==> src/rtl/shot_ctrl.sv <==
// ---------------------------------------------------------------------------
// shot_ctrl
// Turns two raw fire buttons into clean, rate-limited one-cycle shoot
// requests for the bullet manager, on the 60 Hz frame clock.
//
// Each button goes through a two-flop synchroniser and a debouncer. A rising
// edge of a debounced level is a fire request. Up beats down when both
// request together. A request fires only if at least one bullet slot is
// free. It is followed by a cooldown during which new requests are dropped.
//
// Build option:
//   AUTOFIRE_EN  when defined, a debounced level that is still high counts as
//                a request, so a held button fires every COOLDOWN+1 frames.
//
// Parameters:
//   DEBOUNCE  1..15  frames a synced level must disagree before it is taken
//   COOLDOWN  0..255 frames after a fire pulse with no new shot
//
// Ports:
//   clk_60hz       in   frame clock
//   reset          in   synchronous, active-high reset
//   btn_up         in   raw fire-up button (asynchronous)
//   btn_down       in   raw fire-down button (asynchronous)
//   bullet_in_use  in   [3:0] per-slot busy flags from the bullet manager
//   shoot_up       out  one-cycle fire-up pulse
//   shoot_down     out  one-cycle fire-down pulse
//   busy           out  high in FIRE or COOLDOWN
//   dry_fire       out  one-cycle pulse when a request meets four busy slots
//   shot_count     out  [7:0] shots issued, wraps 255 -> 0
// ---------------------------------------------------------------------------
// state    | meaning
// ST_IDLE  | waiting for a request
// ST_FIRE  | shoot pulse is high this cycle
// ST_COOL  | cooldown counter running, requests dropped
// ---------------------------------------------------------------------------
module shot_ctrl #(
   parameter int unsigned DEBOUNCE = 3,
   parameter int unsigned COOLDOWN = 8
) (
   input  logic       clk_60hz,
   input  logic       reset,
   input  logic       btn_up,
   input  logic       btn_down,
   input  logic [3:0] bullet_in_use,
   output logic       shoot_up,
   output logic       shoot_down,
   output logic       busy,
   output logic       dry_fire,
   output logic [7:0] shot_count
);

   localparam logic [1:0] ST_IDLE = 2'd0;
   localparam logic [1:0] ST_FIRE = 2'd1;
   localparam logic [1:0] ST_COOL = 2'd2;

   // The flip happens on the edge that would take the count to DEBOUNCE.
   localparam logic [3:0] DEB_LAST = 4'(DEBOUNCE - 1);
   localparam logic [7:0] CD_LOAD  = 8'(COOLDOWN);

   // Bit 0 carries the up button, bit 1 the down button.
   logic [1:0] w_raw;
   logic [1:0] r_sync1;
   logic [1:0] r_sync2;
   logic [1:0] r_deb;
   logic [1:0] r_deb_d;
   logic [3:0] r_deb_cnt [2];

   logic [1:0] r_state;
   logic [7:0] r_cd_cnt;
   logic       r_shoot_up;
   logic       r_shoot_down;
   logic       r_dry;
   logic [7:0] r_shot_cnt;

   logic [1:0] w_req;
   logic       w_any_req;
   logic       w_full;
   logic       w_exit;
   logic       w_can_issue;

   assign w_raw = {btn_down, btn_up};

   always_ff @(posedge clk_60hz) begin
      if (reset) begin
         r_sync1      <= '0;
         r_sync2      <= '0;
         r_deb        <= '0;
         r_deb_d      <= '0;
         r_deb_cnt[0] <= '0;
         r_deb_cnt[1] <= '0;
      end else begin
         r_sync1 <= w_raw;
         r_sync2 <= r_sync1;
         r_deb_d <= r_deb;
         for (int i = 0; i < 2; i++) begin
            if (r_sync2[i] == r_deb[i]) begin
               r_deb_cnt[i] <= '0;
            end else if (r_deb_cnt[i] == DEB_LAST) begin
               r_deb[i]     <= ~r_deb[i];
               r_deb_cnt[i] <= '0;
            end else begin
               r_deb_cnt[i] <= r_deb_cnt[i] + 4'd1;
            end
         end
      end
   end

`ifdef AUTOFIRE_EN
   assign w_req = r_deb;
`else
   assign w_req = r_deb & ~r_deb_d;
`endif

   assign w_any_req = |w_req;
   assign w_full    = &bullet_in_use;

   // Last busy cycle: the edge that would otherwise return to IDLE.
   assign w_exit = ((r_state == ST_COOL) && (r_cd_cnt == 8'd1)) ||
                   ((r_state == ST_FIRE) && (CD_LOAD == 8'd0));

   // With autofire the exit edge can issue straight away, which keeps a held
   // button on an exact COOLDOWN+1 frame period instead of COOLDOWN+2.
`ifdef AUTOFIRE_EN
   assign w_can_issue = (r_state == ST_IDLE) || w_exit;
`else
   assign w_can_issue = (r_state == ST_IDLE);
`endif

   always_ff @(posedge clk_60hz) begin
      if (reset) begin
         r_state      <= ST_IDLE;
         r_cd_cnt     <= '0;
         r_shoot_up   <= 1'b0;
         r_shoot_down <= 1'b0;
         r_dry        <= 1'b0;
         r_shot_cnt   <= '0;
      end else begin
         r_shoot_up   <= 1'b0;
         r_shoot_down <= 1'b0;
         r_dry        <= 1'b0;

         case (r_state)
            ST_IDLE: begin
               r_state <= ST_IDLE;
            end
            ST_FIRE: begin
               if (CD_LOAD == 8'd0) begin
                  r_state <= ST_IDLE;
               end else begin
                  r_state  <= ST_COOL;
                  r_cd_cnt <= CD_LOAD;
               end
            end
            ST_COOL: begin
               if (r_cd_cnt == 8'd1) begin
                  r_state  <= ST_IDLE;
                  r_cd_cnt <= '0;
               end else begin
                  r_cd_cnt <= r_cd_cnt - 8'd1;
               end
            end
            default: begin
               r_state  <= ST_IDLE;
               r_cd_cnt <= '0;
            end
         endcase

         // Placed after the case so an issue on the exit edge overrides the
         // return to IDLE.
         if (w_can_issue && w_any_req) begin
            if (!w_full) begin
               r_state      <= ST_FIRE;
               r_shoot_up   <= w_req[0];
               r_shoot_down <= ~w_req[0];
               r_shot_cnt   <= r_shot_cnt + 8'd1;
            end else begin
               r_dry <= 1'b1;
            end
         end
      end
   end

   assign shoot_up   = r_shoot_up;
   assign shoot_down = r_shoot_down;
   assign dry_fire   = r_dry;
   assign busy       = (r_state == ST_FIRE) || (r_state == ST_COOL);
   assign shot_count = r_shot_cnt;

endmodule
==> config.mk <==
export PLATFORM = sky130hd
export DESIGN_NAME = shot_ctrl
export DESIGN_NICKNAME = d
export VERILOG_FILES = /design/src/rtl/shot_ctrl.sv
export SDC_FILE = /design/constraint.sdc
export NUM_CORES = 1
export LEC_CHECK = 0
export ABC_AREA = 1
export CORE_MARGIN = 10
export CORE_UTILIZATION = 55
export DETAILED_ROUTE_END_ITERATION = 12
export GPL_ROUTABILITY_DRIVEN = 0
export PLACE_DENSITY = 0.9
export SLEW_MARGIN = 30
export SYNTH_ARGS = -nofsm -noshare
export SYNTH_HDL_FRONTEND = slang
export SYNTH_SLANG_ARGS = --single-unit
==> constraint.sdc <==
create_clock -name clk_60hz -period 1.6 [get_ports clk_60hz]
set_input_delay 0.32 -clock clk_60hz [delete_from_list [all_inputs] [get_ports clk_60hz]]
set_output_delay 0.32 -clock clk_60hz [all_outputs]
set_load 0.03 [all_outputs]
Yosys cells after proc, flatten, opt, wreduce, memory -nomap -nowiden
Memory sizes are Yosys's and may differ from the RTL's.
Cells that the tools add are included.

storage, ports and cells
  flip-flop bits (word level) = 29
  latch bits = 0
  RAM bits = 8
  ROM bits = 0
  input bits = 8
  output and inout port bits = 12
  word-level logic and storage cells = 85
  memories = 1

memories
  name       depth  bits a word  rd ports  clocked after memory_dff  wr ports  RTL line  RTL
  r_deb_cnt  2      4            2         0                         2         66        logic [3:0] r_deb_cnt [2];

cells by class
  add/sub/neg operators = 4
  multiply operators = 0
  divide/modulo/power cells = 0
  $lt $le $gt $ge = 0
  equality and inequality tests = 7
  shift operators = 0
  muxes and demuxes = 37
  bitwise gates (word level) = 15
  reduce and logical (&&, ||, !) cells = 10

operators with widths
  kind                 number
  $mux 1               25
  $mux 4               6
  $pmux 8 s3           1
  $add 4x1->4 const B  2
  $add 8x1->8 const B  1
  $eq 4x2->1 const B   2
  $eq 8x1->1 const B   1
  $mux 8               1
  $sub 8x1->8 const B  1
  $not 1->1            7
  $mux 2               3
  $or 1x1->1           6
  $reduce_and 2->1     3
  $pmux 2 s2           1
  $reduce_and 4->1     1
  $reduce_or 2->1      2
  $reduce_or 3->1      1
  $and 2x2->2          1
  $eq 1x1->1           2
  $eq 2x1->1 const B   1
  $eq 2x2->1 const B   1
  $logic_not 2->1      1
  $not 2->2            1
  $logic_and 1x1->1    1
  $logic_or 1x1->1     1

Logic depth before layout (Yosys ltp)
Gate-level depths: netlist of the first run.

  word-level depth = 7
  gate-level depth with buffers = 9
  mapped depth without buffers = 9

Worst setup path before layout of the first run
OpenSTA, ideal clock, no wires.

  path type = flip-flop to flip-flop
  from = register r_shot_cnt[0] (netlist: shot_count[0])
  to = register r_shot_cnt[6] (netlist: shot_count[6])
  library setup time = 0.071 ns
  data arrival time = 1.382 ns
  required time = 1.529 ns
  setup slack = 0.147 ns
  cell stages (with the launch flop) = 7
  buffers on the path = 0
  clock period less this slack = 1.453 ns
  cells stage by stage = dfxtp_1 -> ha_1 -> inv_1 -> nor3_1 -> xor2_1 -> nand2_1 -> a21oi_1

on the way
  longest elaborated chain between the ends = 1

ends and longest elaborated chain
  item                    RTL line  RTL
  start, declared         73        logic [7:0] r_shot_cnt;
  start signal, assigned  175       r_shot_cnt <= r_shot_cnt + 8'd1;
  $add 8x1->8             175

No other way between the ends.
A chain may end at the register's enable or synchronous reset.

Worst setup path in the final report of the first run
  from = register r_state[0]
  to = output busy

on the way
  longest elaborated chain between the ends = 2
  elaborated cells on any way between the ends = 3
  those cells by class = 2 x eq/ne; 1 x reduce/logical

ends and longest elaborated chain
  item                                      RTL line  RTL
  start, declared                           68        logic [1:0] r_state;
  start signal, assigned                    131       r_state <= ST_IDLE;
  start signal, assigned                    144       r_state <= ST_IDLE;
  start signal, assigned                    148       r_state <= ST_IDLE;
  $eq 2x1->1 or $eq 2x2->1 (tied branches)  186       assign busy = (r_state == ST_FIRE) || (r_state == ST_COOL);
  $logic_or 1x1->1 *                        186
  end, declared                             47        output logic busy,

Mark *: on every way between the ends. The rest lies on a longest branch, timed or not.

==> impl_results.md, run 1 <==
- Footprint of the multi-input gates: 818 sq um
- Die Span Y: 76.1 microns
- Dpl cells: 284
- Reg2reg setup slack: 0.23 ns
- Root Buffer: clkbuf_4
- Largest stage delay on the critical path: 0.35 ns
- Fmax: 654 MHz
- Setup WS pre-CTS: -0.00923 ns
- Latest clock arrival within the worst-skew pair: 0.35 ns
- GR Util All Layers: 11.3%
- Clk sink count: 37
- Worst R2R Path Depth: 9
- Netlist Area Pre-Place: 1730 sq um
- Worst Path Arrival: 1.21 ns
- Routed len/inst: 10.9 microns
- Fin crit period: 1.53 ns
- CTS Buf Count: 5
- HP Start: r_sync1[0]
- PortBufs: 19
- Register area share after synthesis: 47.5%
- RSZ-0062 raised after global routing: no
- WL final: 3.18 mm
- Nets: 265
- Synth warnings: 0
- Ranking of synthesized cells by area: dfxtp_1, edfxtp_1, nor2_1
- Vias after detailed routing: 1419
- Pwr dens: 891 nW/um^2
- Fin crit share: 95.6%
- RR Endpoint: r_cd_cnt[5]
- Die area: 5780 sq um
- Seq cells post-synth: 37
- Clock Skew: 0.0143 ns
- Clock-pin transition on the worst setup and hold timing paths: 0.12 ns
- Leakage power total: 0.917 nW
- Io pins: 20
- DRC viols: 0
- # fillers: 239
- H-tree depth: 2
- Final Hold Fails: 0
- # rows: 20
- CP Data Required Time: 1.28 ns
- Synthesized area per cell: 8.11 sq um
- Final worst slack: 0.0710 ns
- Area added between synthesis and finish: 21.6%
- Register area: 823 sq um
- Vias/cell: 4.86
- Placed cell area: 2010 sq um
- Startpoint types: register
- CTS max path bufs: 2
- Status: finished clean
- Die X: 76.1 microns
- Post-Synthesis Cells: 213
- Post-route insts no fill: 292
- Setup CP Type: reg2out
- Synth unique cells: 26
- CP Cell Sequence: inv_1 > ha_4 > buf_6
- Grt total ovfl: 0
- # Post-CTS Setup Buffers: 0
- First-pass GRT wire length: 5.53 mm
- # hold bufs at CTS: 0
- CP max stage cell: dfxtp_2
- Initial antenna violation count: 0
- Vias in the first global route: 1354
- CTS tree: done
- Worst Hold Class: reg2reg
- Max-cap violations: 0
- Largest net degree at the start of global routing: 13
- Max IR drop VDD: 0.631 mV
- CP Capture Point: busy
- CP endpoint kind: primary output
- Initial DRT Pass Iterations: 4
- Post-synth top area share: 33.6%
- DRT antenna net count: 0
- Worst reg2reg path startpoint: r_cd_cnt[1]
- Max FO, Critical Path: 5
- Total Power: 1.87 mW
- Ant. Diodes: 0
- Post-DP HPWL: 2.30 mm
- Initial DRC Count: 69
- Final TNS setup: 0 ns
- CP Launch Point: r_state[0]
- Finished Cell Area: 2100 sq um
- Cell taking the most area after synthesis: dfxtp_1
- Fin. max-slew vios: 0
- Layout cells sized above 1: 10.1%
- Final setup violating endpoints: 0
- Core area: 3030 sq um
- Starting Density: 57.1%
[cells in the mapped netlist]
cell type	instances
a211oi_1	1
a21oi_1	13
and3_1	1
buf_2	2
clkbuf_1	1
clkinv_2	1
conb_1	1
dfxtp_1	29
edfxtp_1	8
ha_1	10
inv_1	27
inv_2	2
nand2_1	36
nand3_1	15
nand3_4	1
nand4_1	4
nor2_1	40
nor2_2	2
nor2_4	1
nor3_1	1
o21ai_0	5
o21ai_2	1
o22ai_4	1
o31ai_1	1
xnor2_1	2
xor2_1	7
[final cells by class]
cell class	instances	area share, %
Timing Repair Buffer	23	9.77
Clock inverter	1	1.43
Sequential cell	37	39.2
Clock buffer	7	2.62
Multi-Input combinational cell	150	39.0
Inverter	30	5.42
Tap cell	44	2.62
[through the flow]
step | util, % | hold WS [ns]
final | 69.4 | 0.403
after CTS | 69.3 | 0.411
after floorplan | - | 0.388
after global routing | 69.4 | 0.436
after global placement | 66.5 | 0.390
after detailed placement | 66.5 | 0.396
[repair_timing]
item                                    CTS  global route
gates resized for setup                  12             6
gates cloned                              0             0
endpoints found under the setup margin   12             3
[report_power, final]
group	internal (mW)	total [mW]	switching [mW]	leakage, nW
registers	0.985	1.01	0.0240	0.319
clock network	0.373	0.686	0.313	0.0455
logic	0.0726	0.176	0.104	0.553
[layout by cell type, fill, tap and decap left out, drive strengths merged, types with 2 or more instances in the layout]
master	Yosys	routed
dlygate4sd2	0	9
nand3	16	16
edfxtp	8	8
dfxtp	29	29
inv	29	29
nor2	43	43
a21oi	13	13
buf	2	5
xnor2	2	2
ha	10	10
nand2	36	36
nand4	4	4
xor2	7	7
conb	1	8
clkbuf	1	8
o21ai	6	6
clkdlybuf4s50	0	7
[worst max-delay path, delay by kind of cell (launching register included)]
kind / cells / cell delay (ns)
adder cells (fa/ha/maj): 1 / 0.30
buffers and inverters: 2 / 0.21
flip-flops: 1 / 0.35
[per-layer routing]
metal	global-route usage (%)	vias to the layer above	part of all wire [%]
met5	0	-	0
li1	-	742	-
met1	11.9	631	44
met2	18.5	36	47
met3	4.72	10	6.8
met4	6.88	0	2.5
[worst min-delay path by stage]
| stage | to | slack [ns] | depth (start not counted) |
|---|---|---|---|
| after floorplan | r_sync2[0] | 0.39 | 2 |
| after global placement | r_sync2[1] | 0.39 | 2 |
| after detailed placement | r_sync2[1] | 0.40 | 2 |
| after CTS | r_sync2[0] | 0.41 | 2 |
| after global routing | r_sync2[0] | 0.44 | 2 |
| final | r_sync2[0] | 0.40 | 2 |
[sequential cells by signal, summed over array words and instances, names as in the netlist]
signal      cells
r_deb           2
shot_count      8
r_deb_d         2
r_state         2
r_deb_cnt       8
shoot_down      1
r_sync1         2
shoot_up        1
dry_fire        1
r_sync2         2
r_cd_cnt        8
[kinds of logic after synthesis]
group,Yosys count,synth area share [%]
xor gates and xnor gates,9,4.56
buffers and inverters,33,7.39
and+or+nand+nor,101,25.3
adders and majority gates,10,7.24
DFF,37,47.5
AOI/OAI and AO/OA,22,7.75
other,1,0.217
No activity file was read; power rests on OpenSTA's default activity.
==> run 2: changes to the inputs <==
Settings changed: REMOVE_ABC_BUFFERS set to 1.
==> impl_results.md, run 2 (synthesized netlist as in run 1, its figures left out) <==
- Vias in the first global route: 1259 (-7.0%)
- Ant. Diodes: 0 (unchanged)
- Clk sink count: 37 (unchanged)
- Vias after detailed routing: 1425 (+0.42%)
- Max-cap violations: 0 (unchanged)
- Fin crit period: 1.54 ns (+0.0110 ns)
- Clock power frac: 28.2% (-8.5 points)
- WL final: 3.45 mm (+8.4%)
- Seq pwr share: 60.9% (+7.0 points)
- Setup CP Type: reg2out
- Post-route insts no fill: 293 (+0.34%)
- CTS max path bufs: 2 (unchanged)
- Starting Density: 57.1% (unchanged)
- Io pins: 20 (unchanged)
- Nets: 266 (+0.38%)
- Clock-pin transition on the worst setup and hold timing paths: 0.11 ns (about the same)
- Final Hold Fails: 0 (unchanged)
- Leakage power total: 0.908 nW (-1.0%)
- PortBufs: 19 (unchanged)
- Net switching power of the design: 0.429 mW (-2.6%)
- Initial antenna violation count: 0 (unchanged)
- First-pass GRT wire length: 5.55 mm (+0.38%)
- Final setup violating endpoints: 0 (unchanged)
- Worst Path Arrival: 1.22 ns (about the same)
- # rows: 20 (unchanged)
- Clock Skew: 0.00771 ns (-0.00659 ns)
- Fin. max-slew vios: 0 (unchanged)
- Initial DRT Pass Iterations: 4 (unchanged)
- CTS tree: done
- H-tree depth: 2 (unchanged)
- Reg2reg setup slack: 0.19 ns (-0.04 ns)
- Latest clock arrival within the worst-skew pair: 0.34 ns (about the same)
- Routed len/inst: 11.8 microns (+8.0%)
- Total Power: 1.66 mW (-11%)
- Most frequent cells in the layout: nor2_1, nand2_1, dfxtp_1
- Worst Hold Class: reg2reg
- Grt total ovfl: 0 (unchanged)
- Die X: 76.1 microns (unchanged)
- Post-DP HPWL: 2.56 mm (+11%)
- DRC viols: 0 (unchanged)
- Root Buffer: clkbuf_4
- # Post-CTS Setup Buffers: 0 (unchanged)
- Int Pwr: 1.23 mW (-14%)
- Max FO, Critical Path: 5 (unchanged)
- Vias/cell: 4.86 (about the same)
- Core area: 3030 sq um (unchanged)
- # hold bufs at CTS: 0 (unchanged)
- Largest net degree at the start of global routing: 13 (unchanged)
- DRT antenna net count: 0 (unchanged)
- Max IR drop VDD: 0.394 mV (-38%)
- Pwr dens: 803 nW/um^2 (-9.9%)
- Most common cell after layout, fill and taps aside: nor2_1
- Fin crit share: 96.3% (+0.69 points)
- Fmax: 649 MHz (-0.72%)
- Die Span Y: 76.1 microns (unchanged)
- CP Data Required Time: 1.28 ns (about the same)
- Dpl cells: 285 (+0.35%)
- RSZ-0062 raised after global routing: no
- Layout cells sized above 1: 10.0% (-0.040 points)
- Switching share of power: 25.8% (+2.3 points)
- Status: finished clean
- CTS Buf Count: 5 (unchanged)
- Area added between synthesis and finish: 19.6%
- Die area: 5780 sq um (unchanged)
- GR Util All Layers: 11.7% (+0.34 points)
- CP endpoint kind: primary output
- Combinational fraction of design power: 10.9% (+1.5 points)
- Initial DRC Count: 72 (+4.3%)
- Startpoint types: register
-- run 2: worst paths after layout --
path | start | to | cells past startpoint
worst max-delay path | r_state[0] | busy | 3
worst min-delay path | r_sync1[1] | r_sync2[1] | 2
worst max register to register | shot_count[0] | shot_count[6] | 6
worst min register to register | r_sync1[1] | r_sync2[1] | 2
-- run 2: timing repair --
action	4_1_cts	5_1_grt
pin swaps	0	0
gates resized for setup	12	4
setup endpoints to repair	12	2
-- run 2: final cells by class --
class / instances / area, sq um
clock inverters: 1 / 5.00
clock buffers: 7 / 45.0
repair buffers: 24 / 208
multi-input cells: 150 / 818
flip-flops and latches: 37 / 822
well taps: 44 / 55.1
inverters: 30 / 114
fillers: 258 / 961
-- run 2: through the flow --
| stage | cell area [sq um] | hold slack, ns | util [%] | TNS (ns) | setup slack [ns] |
|---|---|---|---|---|---|
| 3_3_place_gp | 2020 | 0.390 | 66.7 | 0 | 0.0130 |
| 6_report | 2070 | 0.413 | 68.3 | 0 | 0.0599 |
| 2_1_floorplan | 1740 | 0.388 | - | 0 | 0.148 |
| 3_5_place_dp | 2020 | 0.399 | 66.7 | -0.137 | -0.0398 |
| 4_1_cts | 2070 | 0.416 | 68.3 | 0 | 0.00562 |
| 5_1_grt | 2070 | 0.421 | 68.3 | 0 | 0.000707 |
-- run 2: metal layers --
metal / GRT usage [%] / wire length, microns / share of wire (%)
met2: 19.6 / 1730 / 50
met3: 5.07 / 200 / 5.8
met5: 0 / 0 / 0
met1: 12.1 / 1450 / 42
met4: 5.95 / 64 / 1.9
-- run 2: worst max-delay path, cell delays in order (launching register included) --
cell	delay, ns
dfxtp_1	0.36
inv_2	0.07
ha_4	0.29
buf_4	0.16
-- run 2: power groups by stage --
| stage | combinational, mW | sequential (mW) | clock (mW) |
|---|---|---|---|
| 6_report | 0.181 | 1.01 | 0.468 |
| 3_3_place_gp | 0.174 | 1.03 | 0 |
| 2_1_floorplan | 0.107 | 1.03 | 0 |
| 5_1_grt | 0.204 | 1.01 | 0.513 |
| 4_1_cts | 0.181 | 1.01 | 0.483 |
| 3_5_place_dp | 0.179 | 1.03 | 0 |
==> run 3: changes to the inputs <==
Settings changed: PLACE_DENSITY 0.9 to 0.86.
==> impl_results.md, run 3 (synthesized netlist as in run 1, its figures left out) <==
- CTS max path bufs: 2 (unchanged)
- Post-DP HPWL: 2.49 mm (-3.0%)
- Fin. max-slew vios: 0 (unchanged)
- DR WL met2: 1.62 mm (-6.6%)
- Leakage power total: 0.919 nW (+1.2%)
- Seq pwr share: 55.0% (-5.9 points)
- Fin crit share: 95.5% (-0.74 points)
- Die X: 76.1 microns (unchanged)
- CP Data Required Time: 1.28 ns (about the same)
- CP Launch Point: r_state[1]
- Clock power frac: 34.9% (+6.7 points)
- WL final: 3.35 mm (-2.9%)
- Most common cell after layout, fill and taps aside: nor2_1
- Area added between synthesis and finish: 21.7%
- DRC viols: 0 (unchanged)
- Register area: 823 sq um (+0.15%)
- Initial DRC Count: 88 (+22%)
- Pwr dens: 870 nW/um^2 (+8.4%)
- Worst reg2reg path startpoint: shot_count[0]
- Initial DRT Pass Iterations: 4 (unchanged)
- Nets: 266 (unchanged)
- Final setup violating endpoints: 0 (unchanged)
- First-pass GRT wire length: 5.29 mm (-4.7%)
- Root Buffer: clkbuf_4
- Startpoint types: register
- Max FO, Critical Path: 5 (unchanged)
- Post-route insts no fill: 293 (unchanged)
- Vias after detailed routing: 1402 (-1.6%)
- Hold Worst Slack: 0.408 ns (-0.00482 ns)
- DR top layer: met4
- Core area: 3030 sq um (unchanged)
- Starting Density: 57.1% (unchanged)
- Met3 WL post-DR: 176 microns (-12%)
- Status: finished clean
- Most frequent cells in the layout: nor2_1, nand2_1, inv_1, dfxtp_1, nand3_1
- Ant. Diodes: 0 (unchanged)
- Clk sink count: 37 (unchanged)
- Fin crit period: 1.53 ns (-0.0118 ns)
- Combinational fraction of design power: 10.1% (-0.8 points)
- CTS Buf Count: 5 (unchanged)
- Net switching power of the design: 0.441 mW (+3.0%)
- Worst Hold Class: reg2reg
- Die area: 5780 sq um (unchanged)
- CP endpoint kind: primary output
- Io pins: 20 (unchanged)
- # Post-CTS Setup Buffers: 0 (unchanged)
- CTS tree: done
- Routed len/inst: 11.4 microns (-2.9%)
- Max IR drop VDD: 0.601 mV (+52%)
- Final Hold Fails: 0 (unchanged)
- Final TNS setup: 0 ns (unchanged)
- H-tree depth: 2 (unchanged)
- Layout cells sized above 1: 9.64% (-0.40 points)
- Clock-pin transition on the worst setup and hold timing paths: 0.11 ns (about the same)
- DRT antenna net count: 0 (unchanged)
- Int Pwr: 1.39 mW (+13%)
- Footprint of the multi-input gates: 818 sq um (unchanged)
- # rows: 20 (unchanged)
- Vias/cell: 4.78 (-1.6%)
- GR Util All Layers: 11.0% (-0.71 points)
- PortBufs: 19 (unchanged)
- Latest clock arrival within the worst-skew pair: 0.35 ns (about the same)
- Vias in the first global route: 1229 (-2.4%)
- Initial antenna violation count: 0 (unchanged)
- Largest net degree at the start of global routing: 13 (unchanged)
- Switching share of power: 24.1% (-1.7 points)
- HP Start: r_sync1[0]
- Die Span Y: 76.1 microns (unchanged)
- Max-cap violations: 0 (unchanged)
- RSZ-0062 raised after global routing: no
- Worst Path Arrival: 1.21 ns (about the same)
- Setup CP Type: reg2out
- Fmax: 654 MHz (+0.77%)
- Grt total ovfl: 0 (unchanged)
- Dpl cells: 285 (unchanged)
- Clock Skew: 0.00856 ns (+0.000847 ns)
- Met1 wire length: 1.50 mm (+3.5%)
- # fillers: 253 (-1.9%)
==> run 3: cell types whose count changed in the layout (fill, tap and decap cells not counted), sizes merged <==
| cell | before | now |
|---|---|---|
| clkbuf | 8 | 6 |
| clkdlybuf4s15 | 0 | 1 |
| bufinv | 0 | 1 |
==> run 3: timing repair <==
action | in CTS | in global routing
endpoints found under the setup margin | 12 | 2
hold buffers | 0 | 0
gates resized for setup | 12 | 4
endpoints found under the hold margin | 0 | 0
gates cloned | 0 | 0
==> run 3: worst max-delay path, stage by stage (launching register included) <==
cell and delay [ns]:
dfxtp_2 0.36, inv_1 0.08, ha_4 0.30, buf_6 0.13
==> run 3: layout make-up <==
cell class | count | area share, %
clock buffers | 6 | 1.96
clock inverters | 2 | 1.61
inverters | 30 | 5.42
multi-input cells | 150 | 38.9
flip-flops and latches | 37 | 39.2
well taps | 44 | 2.62
repair buffers | 24 | 10.3
==> run 3: power groups by stage <==
stage | Clock (mW) | Combinational, mW | Sequential, mW
floorplan | 0 | 0.107 | 1.03
global route | 0.691 | 0.207 | 1.01
detailed placement | 0 | 0.183 | 1.03
CTS | 0.645 | 0.184 | 1.01
finish | 0.638 | 0.186 | 1.01
global placement | 0 | 0.179 | 1.03
==> run 3: stage by stage <==
| stage | util (%) | power, mW | instance area [sq um] | worst slack, ns |
|---|---|---|---|---|
| 3_5_place_dp | 66.7 | 1.21 | 2020 | 0.0136 |
| 5_1_grt | 69.4 | 1.91 | 2100 | 0.00618 |
| 4_1_cts | 69.2 | 1.84 | 2090 | 0.00917 |
| 2_1_floorplan | - | 1.14 | 1740 | 0.148 |
| 3_3_place_gp | 66.7 | 1.20 | 2020 | 0.0423 |
| 6_report | 69.4 | 1.83 | 2100 | 0.0717 |
==> run 3: path summary, 6_finish.rpt <==
check	endpoint	slack, ns	depth (start not counted)
worst max-delay path	busy	0.07	3
worst min register to register	r_sync2[0]	0.41	2
worst max register to register	shot_count[6]	0.19	7
worst min-delay path	r_sync2[0]	0.41	2
==> run 3: routing by layer <==
layer	vias to the layer above	GRT usage [%]
met5	-	0
li1	736	-
met2	22	18.5
met3	6	4.72
met4	0	4.83
met1	638	11.6
